## config.mk

```make
export PLATFORM = sky130hd
export DESIGN_NAME = fifo_rd_consumer
export DESIGN_NICKNAME = d
export VERILOG_FILES = /design/src/rtl/fifo_rd_consumer.sv
export SDC_FILE = /design/constraint.sdc
export NUM_CORES = 1
export LEC_CHECK = 0
export CAP_MARGIN = 20
export CORE_ASPECT_RATIO = 1.75
export CORE_MARGIN = 1.5
export CORE_UTILIZATION = 48
export CTS_CLUSTER_DIAMETER = 50
export DETAILED_ROUTE_END_ITERATION = 8
export GPL_TIMING_DRIVEN = 0
export PLACE_DENSITY = 0.79
export RECOVER_POWER = 100
export REMOVE_ABC_BUFFERS = 1
export SYNTH_ARGS = -nofsm -noshare
export SYNTH_HDL_FRONTEND = slang
export SYNTH_SLANG_ARGS = --single-unit
```

## constraint.sdc

```tcl
create_clock -name clk_rd -period 2.2 [get_ports clk_rd]
set_input_delay 0.44 -clock clk_rd [delete_from_list [all_inputs] [get_ports clk_rd]]
set_output_delay 0.44 -clock clk_rd [all_outputs]
set_load 0.01 [all_outputs]
```

## src/rtl/fifo_rd_consumer.sv

```systemverilog
// Read-side FIFO consumer: pops show-ahead words, checks them against the i*STEP ROM pattern, forwards them.
// One cycle pop-to-output latency; pops only while the one-entry output register can accept, so out_ready stalls the FIFO.
module fifo_rd_consumer #(
    parameter int DATA_W    = 8,
    parameter int STEP      = 4,
    parameter int NUM_WORDS = 128,
    parameter int CNT_W     = 8
) (
    input  logic              clk_rd,
    input  logic              rst_n,
    input  logic              start,
    input  logic              rd_empty,
    input  logic [DATA_W-1:0] rd_data,
    output logic              rd_en,
    output logic [DATA_W-1:0] out_data,
    output logic              out_valid,
    input  logic              out_ready,
    output logic              busy,
    output logic              done,
    output logic [CNT_W-1:0]  word_cnt,
    output logic [CNT_W-1:0]  err_cnt,
    output logic [CNT_W-1:0]  first_err_idx,
    output logic              mismatch
);

    typedef enum logic [1:0] {IDLE, RUN, DONE} state_t;

    state_t            state;
    state_t            state_nxt;
    logic              pop;
    logic              last_pop;
    logic              clr;
    logic [DATA_W-1:0] expected;

    assign pop      = (state == RUN) & ~rd_empty & (~out_valid | out_ready);
    assign rd_en    = pop;
    assign last_pop = pop & (word_cnt == CNT_W'(NUM_WORDS - 1));
    // start only takes effect outside RUN, which is also when counters restart
    assign clr      = (state != RUN) & start;

    always_ff @(posedge clk_rd or negedge rst_n) begin
        if (!rst_n) begin
            state <= IDLE;
        end else begin
            state <= state_nxt;
        end
    end

    always_comb begin
        state_nxt = state;
        busy      = 1'b0;
        done      = 1'b0;
        case (state)
            IDLE: begin
                if (start) state_nxt = RUN;
            end
            RUN: begin
                busy = 1'b1;
                if (last_pop) state_nxt = DONE;
            end
            DONE: begin
                done = 1'b1;
                if (start) state_nxt = RUN;
            end
            default: state_nxt = IDLE;
        endcase
    end

    always_ff @(posedge clk_rd or negedge rst_n) begin
        if (!rst_n) begin
            word_cnt      <= '0;
            err_cnt       <= '0;
            first_err_idx <= '0;
            mismatch      <= 1'b0;
            expected      <= '0;
        end else if (clr) begin
            word_cnt      <= '0;
            err_cnt       <= '0;
            first_err_idx <= '0;
            mismatch      <= 1'b0;
            expected      <= '0;
        end else if (pop) begin
            word_cnt <= word_cnt + CNT_W'(1);
            expected <= expected + DATA_W'(STEP);
            if (rd_data != expected) begin
                if (err_cnt != {CNT_W{1'b1}}) err_cnt <= err_cnt + CNT_W'(1);
                if (!mismatch) begin
                    first_err_idx <= word_cnt;
                    mismatch      <= 1'b1;
                end
            end
        end
    end

    // A pop in the handshake cycle reloads the register directly, so there is no bubble
    always_ff @(posedge clk_rd or negedge rst_n) begin
        if (!rst_n) begin
            out_data  <= '0;
            out_valid <= 1'b0;
        end else if (pop) begin
            out_data  <= rd_data;
            out_valid <= 1'b1;
        end else if (out_valid && out_ready) begin
            out_valid <= 1'b0;
        end
    end

endmodule

```

==> results of run 1 <==
layout make-up:
class,instances,area share (%)
well taps,48,2.288
repair inverters,1,0.1907
inverters,3,0.5720
multi-input cells,157,33.70
flip-flops and latches,42,40.04
clock buffers,6,3.146
repair buffers,53,19.59
clock inverters,2,0.4766
per-layer routing:
layer	wire (µm)	vias to the layer above	track usage, %
met5	0	-	0
met4	116	0	9.091
met3	143	11	3.952
met2	2463	39	40.73
met1	1767	804	26.77
li1	-	809	-
through the flow:
| step | hold WS, ns | utilization [%] |
|---|---|---|
| after floorplan | 0.1444 | - |
| after global placement | 0.4579 | 63.49 |
| after detailed placement | 0.3711 | 64.17 |
| after CTS | 0.05336 | 67.37 |
| after global routing | 0.2602 | 67.24 |
| final | 0.1980 | 67.24 |
cell families (layout without fill, tap and decap cells):
group / Yosys count / count (layout) / synth area share [%]
muxes: 4 / 4 / 2.049
adders and majority gates: 3 / 3 / 1.921
AOI/OAI and AO/OA: 27 / 27 / 8.323
and+or+nand+nor: 107 / 107 / 24.84
DFF: 42 / 42 / 53.78
xor gates and xnor gates: 16 / 16 / 7.171
buffers and inverters: 9 / 65 / 1.920
sequential cells by signal (all words and copies together), names as in the netlist:
name / count
out_data: 8
out_valid: 1
expected: 6
mismatch: 1
state: 2
err_cnt: 8
word_cnt: 8
first_err_idx: 8
worst max-delay path: stages:
cell and delay (ns):
dlygate4sd3_1 0.53, nand2b_1 0.17, nand2_2 0.12, clkinvlp_4 0.12
dlygate4sd2_1 0.29
final timing paths:
path                                    end         from  depth (start not counted)  slack (ns)
max in group asynchronous          state[1]        rst_n                          2        0.85
worst max register to register   err_cnt[5]     state[1]                          7        0.34
worst max-delay path                  rd_en    out_ready                          5        0.09
min in group clk_rd             out_data[1]  out_data[1]                          2        0.47
worst min-delay path            out_data[4]        rst_n                          1        0.20
worst min register to register  out_data[1]  out_data[1]                          2        0.47
layout by cell type (no fill, tap or decap), types with 4 or more instances in the layout:
master	count
nand2_1	59
dfrtp_1	42
dlygate4sd3_1	37
nor2_1	18
o21ai_0	12
clkdlybuf4s50_1	10
xor2_1	9
xnor2_1	7
nand3_1	6
clkbuf_8	6
a21oi_1	5
nand4_1	5
nor3_1	4
mux2i_1	4
synthesized netlist by cell type, types with 4 or more instances:
cell type,n,share of area [%]
dfrtp_1,42,54
nand4_1,5,1.6
xor2_1,9,4.0
o21ai_0,11,2.8
nor2_1,18,3.5
a21oi_1,6,1.5
xnor2_1,7,3.1
nand3_1,6,1.5
nand2_1,60,12
nor3_1,4,1.0
mux2i_1,4,2.0
what timing repair did:
action                                  in CTS  in global routing
buffers inserted                             2                  0
resized for setup                            4                  2
pin swaps                                    1                  0
endpoints found under the setup margin      24                 10
gates cloned                                 1                  0
power by group:
part	internal (µW)	switching (µW)	leakage (µW)
logic	392	355	0.000626
clock network	252	269	0.0000472
registers	951	225	0.000531
==> summary.md, run 1 <==
| Metric | Value |
|---|---|
| Outcome | complete, no violations |
| Max Cap Viol | 0 |
| Placed inst area | between 2000 and 3000 µm² |
| Ys Warns | 0 |
| CTS tree | built |
| Post-synthesis async set-or-reset flop share | between 90% and 100% |
| # clock sinks | 42 |
| Root Buffer Master | clkbuf_8 |
| Fin worst setup slack | 0.09334 ns |
| WL/cell | 14.40 µm |
| Leak | 0.001205 µW |
| Required @ worst endpoint | 1.76 ns |
| Number of synthesized register bits | 42 |
| Largest net degree at the start of global routing | 29 |
| Final wirelength | 4492 µm |
| Die Y | between 80 and 90 µm |
| GRT Total Usage | 22.87% |
| DRT antenna net count | 0 |
| Detail Placement HPWL | roughly 3200 µm |
| DP Worst Slack | -1.025 ns |
| Pwr dens | 931.1 nW/µm² |
| I/O pin count | 50 |
| Final hold vios | 0 |
| Core area | slightly below 4000 µm² |
| Worst-Margin Slew | 0.7816 ns |
| Via density | around 5.3 |
| Final setup viols | 0 |
| DR vias | 1663 |
| CP max FO | 2 |
| DR DRC count | 0 |
| Ys flop type | dfrtp_1 |
| Number of port buffers | 49 |
| Synthesized instance count | 208 |
| Sequential area share after synthesis | 53.78% |
| Fin area | ~2600 µm² |
| DR iter-0 viols | 49 |
| Register clock-pin slew on the reported worst setup and hold paths | 0.08 ns |
| GRT overflow | 0 |
| Finished Layout Cells | approximately 310 |
| First-pass GRT wire length | 7672 µm |
| Placed cell count | 301 |
| HP Class | input port to asynchronous set/reset pin |
| Slew Limit Headroom | 47.89% |
| Skew-Pair Late Insertion Delay | 0.30 ns |
| Syn Area/Cell | 9.396 µm² |
| Tcrit/Tclk final | 95.76% |
| Worst IR Drop VDD | 0.6794 mV |
| Min Tclk post-route | 2.107 ns |
| Fin Clk Skew | between 0.01 and 0.015 ns |
| Slew Limit Fails | 0 |
| Initial Util | 50.06% |
| # fillers | 321 |
| Post-Syn Area | 1954 µm² |
| CTS Hold Bufs | 0 |
| Setup TNS Final | 0 ns |
| Share of cells above drive strength 1 | 8.333% |
| Num CTS Buffers | 5 |
| Initial antenna violation count | 0 |
| Fmax | 0.4747 GHz |
| H-Tree Depth | 2 |
| Multi-input gate area | around 900 µm² |
| Worst EP arrival | 1.67 ns |
| Die area | 4478 µm² |
| RSZ-0062 raised after global routing | false |
| Drt pass-1 iters | 4 |
| GPL Wtd Cong | 0.6970 |
| Post-synth EDFFs | 0 |
| Crit Path Class | input port to primary output |
| Vias in the first global route | 1640 |
| Clk buf depth | 2 |
| Row count | 30 |
| Netlist cell types | 36 |
| Worst setup SP type | input port |
| Chip width | 51.24 µm |
| Nets | approximately 280 |
| Area Overhead vs Synth | 34.32% |
| Register Area | 1051 µm² |
| Capturing element type of the critical path | primary output |
| Total power | between 2000 and 2500 µW |
| Antenna Cells | 0 |
(Power assumes the default switching activity.)
==> run 2, diff against run 1 <==
--- a/config.mk
+++ b/config.mk
@@ -7,7 +7,7 @@
 export LEC_CHECK = 0
 export CAP_MARGIN = 20
 export CORE_ASPECT_RATIO = 1.75
-export CORE_MARGIN = 1.5
+export CORE_MARGIN = 8
 export CORE_UTILIZATION = 48
 export CTS_CLUSTER_DIAMETER = 50
 export DETAILED_ROUTE_END_ITERATION = 8
@@ -18,3 +18,4 @@
 export SYNTH_ARGS = -nofsm -noshare
 export SYNTH_HDL_FRONTEND = slang
 export SYNTH_SLANG_ARGS = --single-unit
+export TNS_END_PERCENT = 10
==> summary.md, run 2 (synthesis results as in run 1) <==
| Metric | Value |
|---|---|
| Initial Util | 50.06% (unchanged) |
| Share of cells above drive strength 1 | 6.464% (-1.9 points) |
| Largest net degree at the start of global routing | 29 (unchanged) |
| GRT Total Usage | 15.43% (-7.4 points) |
| Placed cell count | 301 (unchanged) |
| Area Overhead vs Synth | 32.52% |
| Crit Path Class | input port to register |
| Worst EP arrival | 2.25 ns (+0.58 ns) |
| Switching share of total power | 34.92% (+0.19 points) |
| Drt pass-1 iters | 4 (unchanged) |
| Via density | 5.331 (about the same) |
| Min Tclk post-route | 2.064 ns (-0.04259 ns) |
| Clk buf depth | 2 (unchanged) |
| Final wirelength | 4771 µm (+6.2%) |
| # fillers | 351 (+9.3%) |
| First-pass GRT wire length | 7948 µm (+3.6%) |
| Required @ worst endpoint | 2.39 ns (+0.63 ns) |
| Fin area | 2590 µm² (-1.3%) |
| Internal power | 1553 µW (-2.7%) |
| Clk pwr share | 19.5% (-1.8 points) |
| Comb pwr share | 31.1% (+0.5 points) |
| Worst-Margin Slew | 0.7835 ns (+0.001891 ns) |
| CP max FO | 16 (+14) |
| R2r setup slk | 0.32 ns (-0.02 ns) |
| Pwr dens | 921.1 nW/µm² (-1.1%) |
| Fin Clk Skew | 0.002776 ns (-0.01049 ns) |
| Antenna Cells | 0 (unchanged) |
| Max Cap Viol | 0 (unchanged) |
| Leak | 0.001194 µW (-0.89%) |
| Hold_ws | 0.2012 ns (+0.003186 ns) |
| CTS tree | built |
| Worst reg2reg path depth | 6 (-1) |
| Chip width | 64.24 µm (+25%) |
| Power share of the sequential group | 49.4% (+1.3 points) |
| HP Class | input port to asynchronous set/reset pin |
| DRT antenna net count | 0 (unchanged) |
| Crit Reg-Reg Endpoint | err_cnt[4] |
| DR DRC count | 0 (unchanged) |
| Sw Pwr | 833.2 µW (-1.9%) |
| Die area | 6450 µm² (+44%) |
| Die Y | 100.4 µm (+15%) |
| GRT overflow | 0 (unchanged) |
| Skew-Pair Late Insertion Delay | 0.29 ns (about the same) |
| GPL Wtd Cong | 0.7856 (+13%) |
| DR iter-0 viols | 43 (-12%) |
| Final hold vios | 0 (unchanged) |
| RR Startpoint | state[1] |
| Core area | 3904 µm² (unchanged) |
| Num CTS Buffers | 5 (unchanged) |
| RSZ-0062 raised after global routing | false |
| Slew Limit Fails | 0 (unchanged) |
| Outcome | complete, no violations |
| Placed inst area | 2501 µm² (-0.15%) |
| Final setup viols | 0 (unchanged) |
| Slew Limit Headroom | 47.76% (-0.13 points) |
| Tcrit/Tclk final | 93.82% (-1.9 points) |
| Commonest non-fill, non-tap cells in the layout | nand2_1 (60), dfrtp_1 (42), dlygate4sd3_1 (38) |
| Nets | 279 (unchanged) |
| Worst IR Drop VDD | 0.6573 mV (-3.3%) |
| Number of port buffers | 49 (unchanged) |
| Detail Placement HPWL | 3574 µm (+13%) |
| Vias in the first global route | 1722 (+5.0%) |
| I/O pin count | 50 (unchanged) |
| Capturing element type of the critical path | register |
| Fmax | 0.4845 GHz (+2.1%) |
| Row count | 30 (unchanged) |
| H-Tree Depth | 2 (unchanged) |
| Register clock-pin slew on the reported worst setup and hold paths | 0.08 ns (about the same) |
| DR vias | 1658 (-0.30%) |
| # clock sinks | 42 (unchanged) |
| Finished Layout Cells | 311 (-0.32%) |
| Final core utilization | 66.35% (-0.90 points) |
| Most common cell after layout, fill and taps aside | nand2_1 |
| Root Buffer Master | clkbuf_8 |
| WL/cell | 15.34 µm (+6.6%) |
| Worst setup SP type | input port |
| Initial antenna violation count | 0 (unchanged) |
[run 2: changes by cell type in the layout (fill, tap and decap cells not counted), sizes merged]
cell and change:
buf -1, clkdlybuf4s50 -1, clkinv +1, clkinvlp -1, dlygate4sd3 +1
[run 2: area by class of cell]
class	count	area, µm²	share of cell area [%]
Timing Repair Buffer	53	506.7	19.57
Inverter	3	12.51	0.4831
Multi-Input combinational cell	157	875.8	33.82
Sequential cell	42	1051	40.58
Timing Repair inverter	1	5.005	0.1932
Tap cell	48	60.06	2.319
Clock buffer	5	68.82	2.657
Clock inverter	2	10.01	0.3865
[run 2: power groups by stage]
stage,clock [µW],sequential (µW),combinational [µW]
after floorplan,0,1210,359
after global placement,0,1190,779
after detailed placement,0,1200,798
after CTS,472,1180,812
after global routing,502,1210,833
final,465,1180,742
[run 2: how the worst max path moves through the flow]
stage | from | end | slack (ns) | cells after the start
floorplan | rd_empty | err_cnt[5] | -0.03 | 6
global placement | rd_empty | rd_en | -1.04 | 5
detailed placement | rd_empty | rd_en | -1.03 | 5
global route | out_ready | err_cnt[4] | 0.07 | 7
CTS | rd_empty | err_cnt[4] | 0.09 | 7
finish | rd_empty | err_cnt[4] | 0.14 | 7
[run 2: metrics by stage]
step | power [µW] | TNS (ns) | worst slack [ns]
2_1_floorplan | 1572 | -0.03126 | -0.03126
4_1_cts | 2467 | 0 | 0.09304
6_report | 2386 | 0 | 0.1359
3_5_place_dp | 1996 | -16.42 | -1.029
5_1_grt | 2548 | 0 | 0.06721
3_3_place_gp | 1966 | -32.58 | -1.039
[run 2: timing repair]
action	in CTS	in global routing
gates resized for setup	5	0
hold buffers	0	0
endpoints found under the setup margin	26	0
buffers inserted	2	0
[run 2: critical path: stages]
cell	delay (ns)
clkdlybuf4s50_1	0.44
nor3b_2	0.16
nand2_1	0.11
buf_4	0.22
a21oi_1	0.43
a41oi_1	0.18
a311oi_1	0.28
[run 2: routing by layer]
metal | vias to the layer above | share of wire [%] | track usage (%) | routed length, µm
met3 | 8 | 4.3 | 3.125 | 205
met4 | 0 | 1.5 | 6.419 | 70
met5 | - | 0 | 0 | 0
met2 | 33 | 57 | 29.29 | 2717
li1 | 810 | - | - | -
met1 | 807 | 37 | 15.60 | 1777
==> run 3, diff against run 2 <==
--- a/config.mk
+++ b/config.mk
@@ -15,6 +15,7 @@
 export PLACE_DENSITY = 0.79
 export RECOVER_POWER = 100
 export REMOVE_ABC_BUFFERS = 1
+export SLEW_MARGIN = 5
 export SYNTH_ARGS = -nofsm -noshare
 export SYNTH_HDL_FRONTEND = slang
 export SYNTH_SLANG_ARGS = --single-unit
==> summary.md, run 3 (synthesis results as in run 1) <==
| Metric | Value |
|---|---|
| Outcome | complete, no violations |
| Min Tclk post-route | 2.077 ns (+0.01310 ns) |
| Crit-path cells | clkdlybuf4s50_1 > nor3b_2 > nand2_2 > buf_4 > a21oi_1 > a41oi_1 > a311oi_1 |
| CTS Hold Bufs | 0 (unchanged) |
| Num CTS Buffers | 5 (unchanged) |
| Via density | 5.340 (+0.16%) |
| Detail Placement HPWL | 3591 µm (+0.46%) |
| CP max FO | 16 (unchanged) |
| Delay-heaviest family, CP | compound AO/OA/AOI/OAI gates |
| HP Class | input port to asynchronous set/reset pin |
| Finished Layout Cells | 312 (+0.32%) |
| Total power | 2433 µW (+2.0%) |
| Chip width | 64.24 µm (unchanged) |
| Number of port buffers | 49 (unchanged) |
| Crit path largest cell delay | 0.44 ns (about the same) |
| Initial Util | 50.06% (unchanged) |
| GRT overflow | 0 (unchanged) |
| Fin Clk Skew | 0.008753 ns (+0.005977 ns) |
| Worst IR Drop VDD | 0.7209 mV (+9.7%) |
| DP Worst Slack | -1.019 ns (+0.009490 ns) |
| Antenna Cells | 0 (unchanged) |
| Final core utilization | 66.79% (+0.45 points) |
| RSZ-0062 raised after global routing | false |
| H-Tree Depth | 2 (unchanged) |
| Final wirelength | 4824 µm (+1.1%) |
| Capturing element type of the critical path | register |
| I/O pin count | 50 (unchanged) |
| Worst-Margin Slew | 0.7541 ns (-0.02945 ns) |
| Root Buffer Master | clkbuf_8 |
| Commonest non-fill, non-tap cells in the layout | nand2_1 (59), dfrtp_1 (42), dlygate4sd3_1 (38) |
| DR DRC count | 0 (unchanged) |
| Leak | 0.001201 µW (+0.59%) |
| Worst setup SP type | input port |
| Row count | 30 (unchanged) |
| Vias in the first global route | 1754 (+1.9%) |
| Register clock-pin slew on the reported worst setup and hold paths | 0.08 ns (about the same) |
| Area Overhead vs Synth | 33.42% |
| Required @ worst endpoint | 2.39 ns (about the same) |
| DRT antenna net count | 0 (unchanged) |
| Final hold vios | 0 (unchanged) |
| CTS tree | built |
| Crit Path Class | input port to register |
| Final setup viols | 0 (unchanged) |
| DR vias | 1666 (+0.48%) |
| Placed cell count | 301 (unchanged) |
| Slew Limit Headroom | 49.73% (+2.0 points) |
| Slowest cell on crit path | clkdlybuf4s50_1 |
| Share of cells above drive strength 1 | 7.197% (+0.73 points) |
| Clk buf depth | 2 (unchanged) |
| Most common cell after layout, fill and taps aside | nand2_1 |
| RR Startpoint | state[1] |
| First-pass GRT wire length | 8328 µm (+4.8%) |
| Initial antenna violation count | 0 (unchanged) |
| Slew Limit Fails | 0 (unchanged) |
| Die Y | 100.4 µm (unchanged) |
| Largest net degree at the start of global routing | 29 (unchanged) |
| GPL Wtd Cong | 0.7856 (unchanged) |
| GRT Total Usage | 16.05% (+0.62 points) |
| Worst path bufs/invs | 2 (unchanged) |
| Pwr dens | 933.1 nW/µm² (+1.3%) |
| Fin worst setup slack | 0.1228 ns (-0.01310 ns) |
| Tcrit/Tclk final | 94.42% (+0.60 points) |
| Max Cap Viol | 0 (unchanged) |
| Worst EP arrival | 2.27 ns (+0.02 ns) |
| DR iter-0 viols | 50 (+16%) |
| Critical Path Source | rd_empty |
| # clock sinks | 42 (unchanged) |
| Fmax | 0.4814 GHz (-0.63%) |
| Die area | 6450 µm² (unchanged) |
| WL/cell | 15.46 µm (+0.79%) |
| Skew-Pair Late Insertion Delay | 0.29 ns (about the same) |
| Core area | 3904 µm² (unchanged) |
| Nets | 279 (unchanged) |
| Drt pass-1 iters | 4 (unchanged) |
[run 3: stage by stage]
step	hold WS (ns)	setup TNS [ns]	cell area (µm²)
4_1_cts	0.05389	0	2623
3_5_place_dp	0.3687	-16.04	2501
5_1_grt	0.2574	0	2608
6_report	0.1923	0	2608
3_3_place_gp	0.4586	-32.58	2479
2_1_floorplan	0.1444	-0.03126	1928
[run 3: power breakdown]
group	total (µW)	switching [µW]	internal [µW]	leakage, µW
Clock	503	250	253	0.0000482
Combinational	746	358	389	0.000622
Sequential	1180	232	951	0.000531
[run 3: worst register-to-register path, cell delays in order, from the launching register on]
cell and delay [ns]:
dfrtp_1 0.41, nor3b_2 0.20, nand2_2 0.09, buf_4 0.21
a21oi_1 0.44, a41oi_1 0.18, a311oi_1 0.28
[run 3: worst paths after layout]
path,slack (ns),depth (start not counted),endpoint
min,0.19,1,out_data[7]
max in group asynchronous,0.84,2,mismatch
min reg2reg,0.48,2,out_data[5]
max,0.12,7,err_cnt[4]
min in group clk_rd,0.48,2,out_data[5]
max reg2reg,0.29,6,err_cnt[4]
[run 3: timing repair]
item | CTS | global route
gates resized for setup | 4 | 1
buffers inserted | 2 | 0
setup endpoints to repair | 24 | 8
hold endpoints to repair | 0 | 0
pin swaps | 1 | 0
gates cloned | 1 | 0
[run 3: cell type report]
| class | instances | area, µm² |
|---|---|---|
| Multi-Input combinational cell | 157 | 880.8 |
| Clock buffer | 7 | 86.33 |
| Timing Repair Buffer | 53 | 506.7 |
| Fill cell | 342 | 1296 |
| Inverter | 3 | 12.51 |
| Clock inverter | 1 | 5.005 |
| Sequential cell | 42 | 1051 |
| Timing Repair inverter | 1 | 5.005 |
| Tap cell | 48 | 60.06 |
[run 3: metal layers]
layer	share of wire [%]	up-vias	routed length, µm	global-route usage, %
li1	-	812	-	-
met1	38	812	1822	17.31
met2	55	36	2672	28.83
met3	5.1	6	246	4.576
met4	1.7	0	82	5.574
met5	0	-	0	0
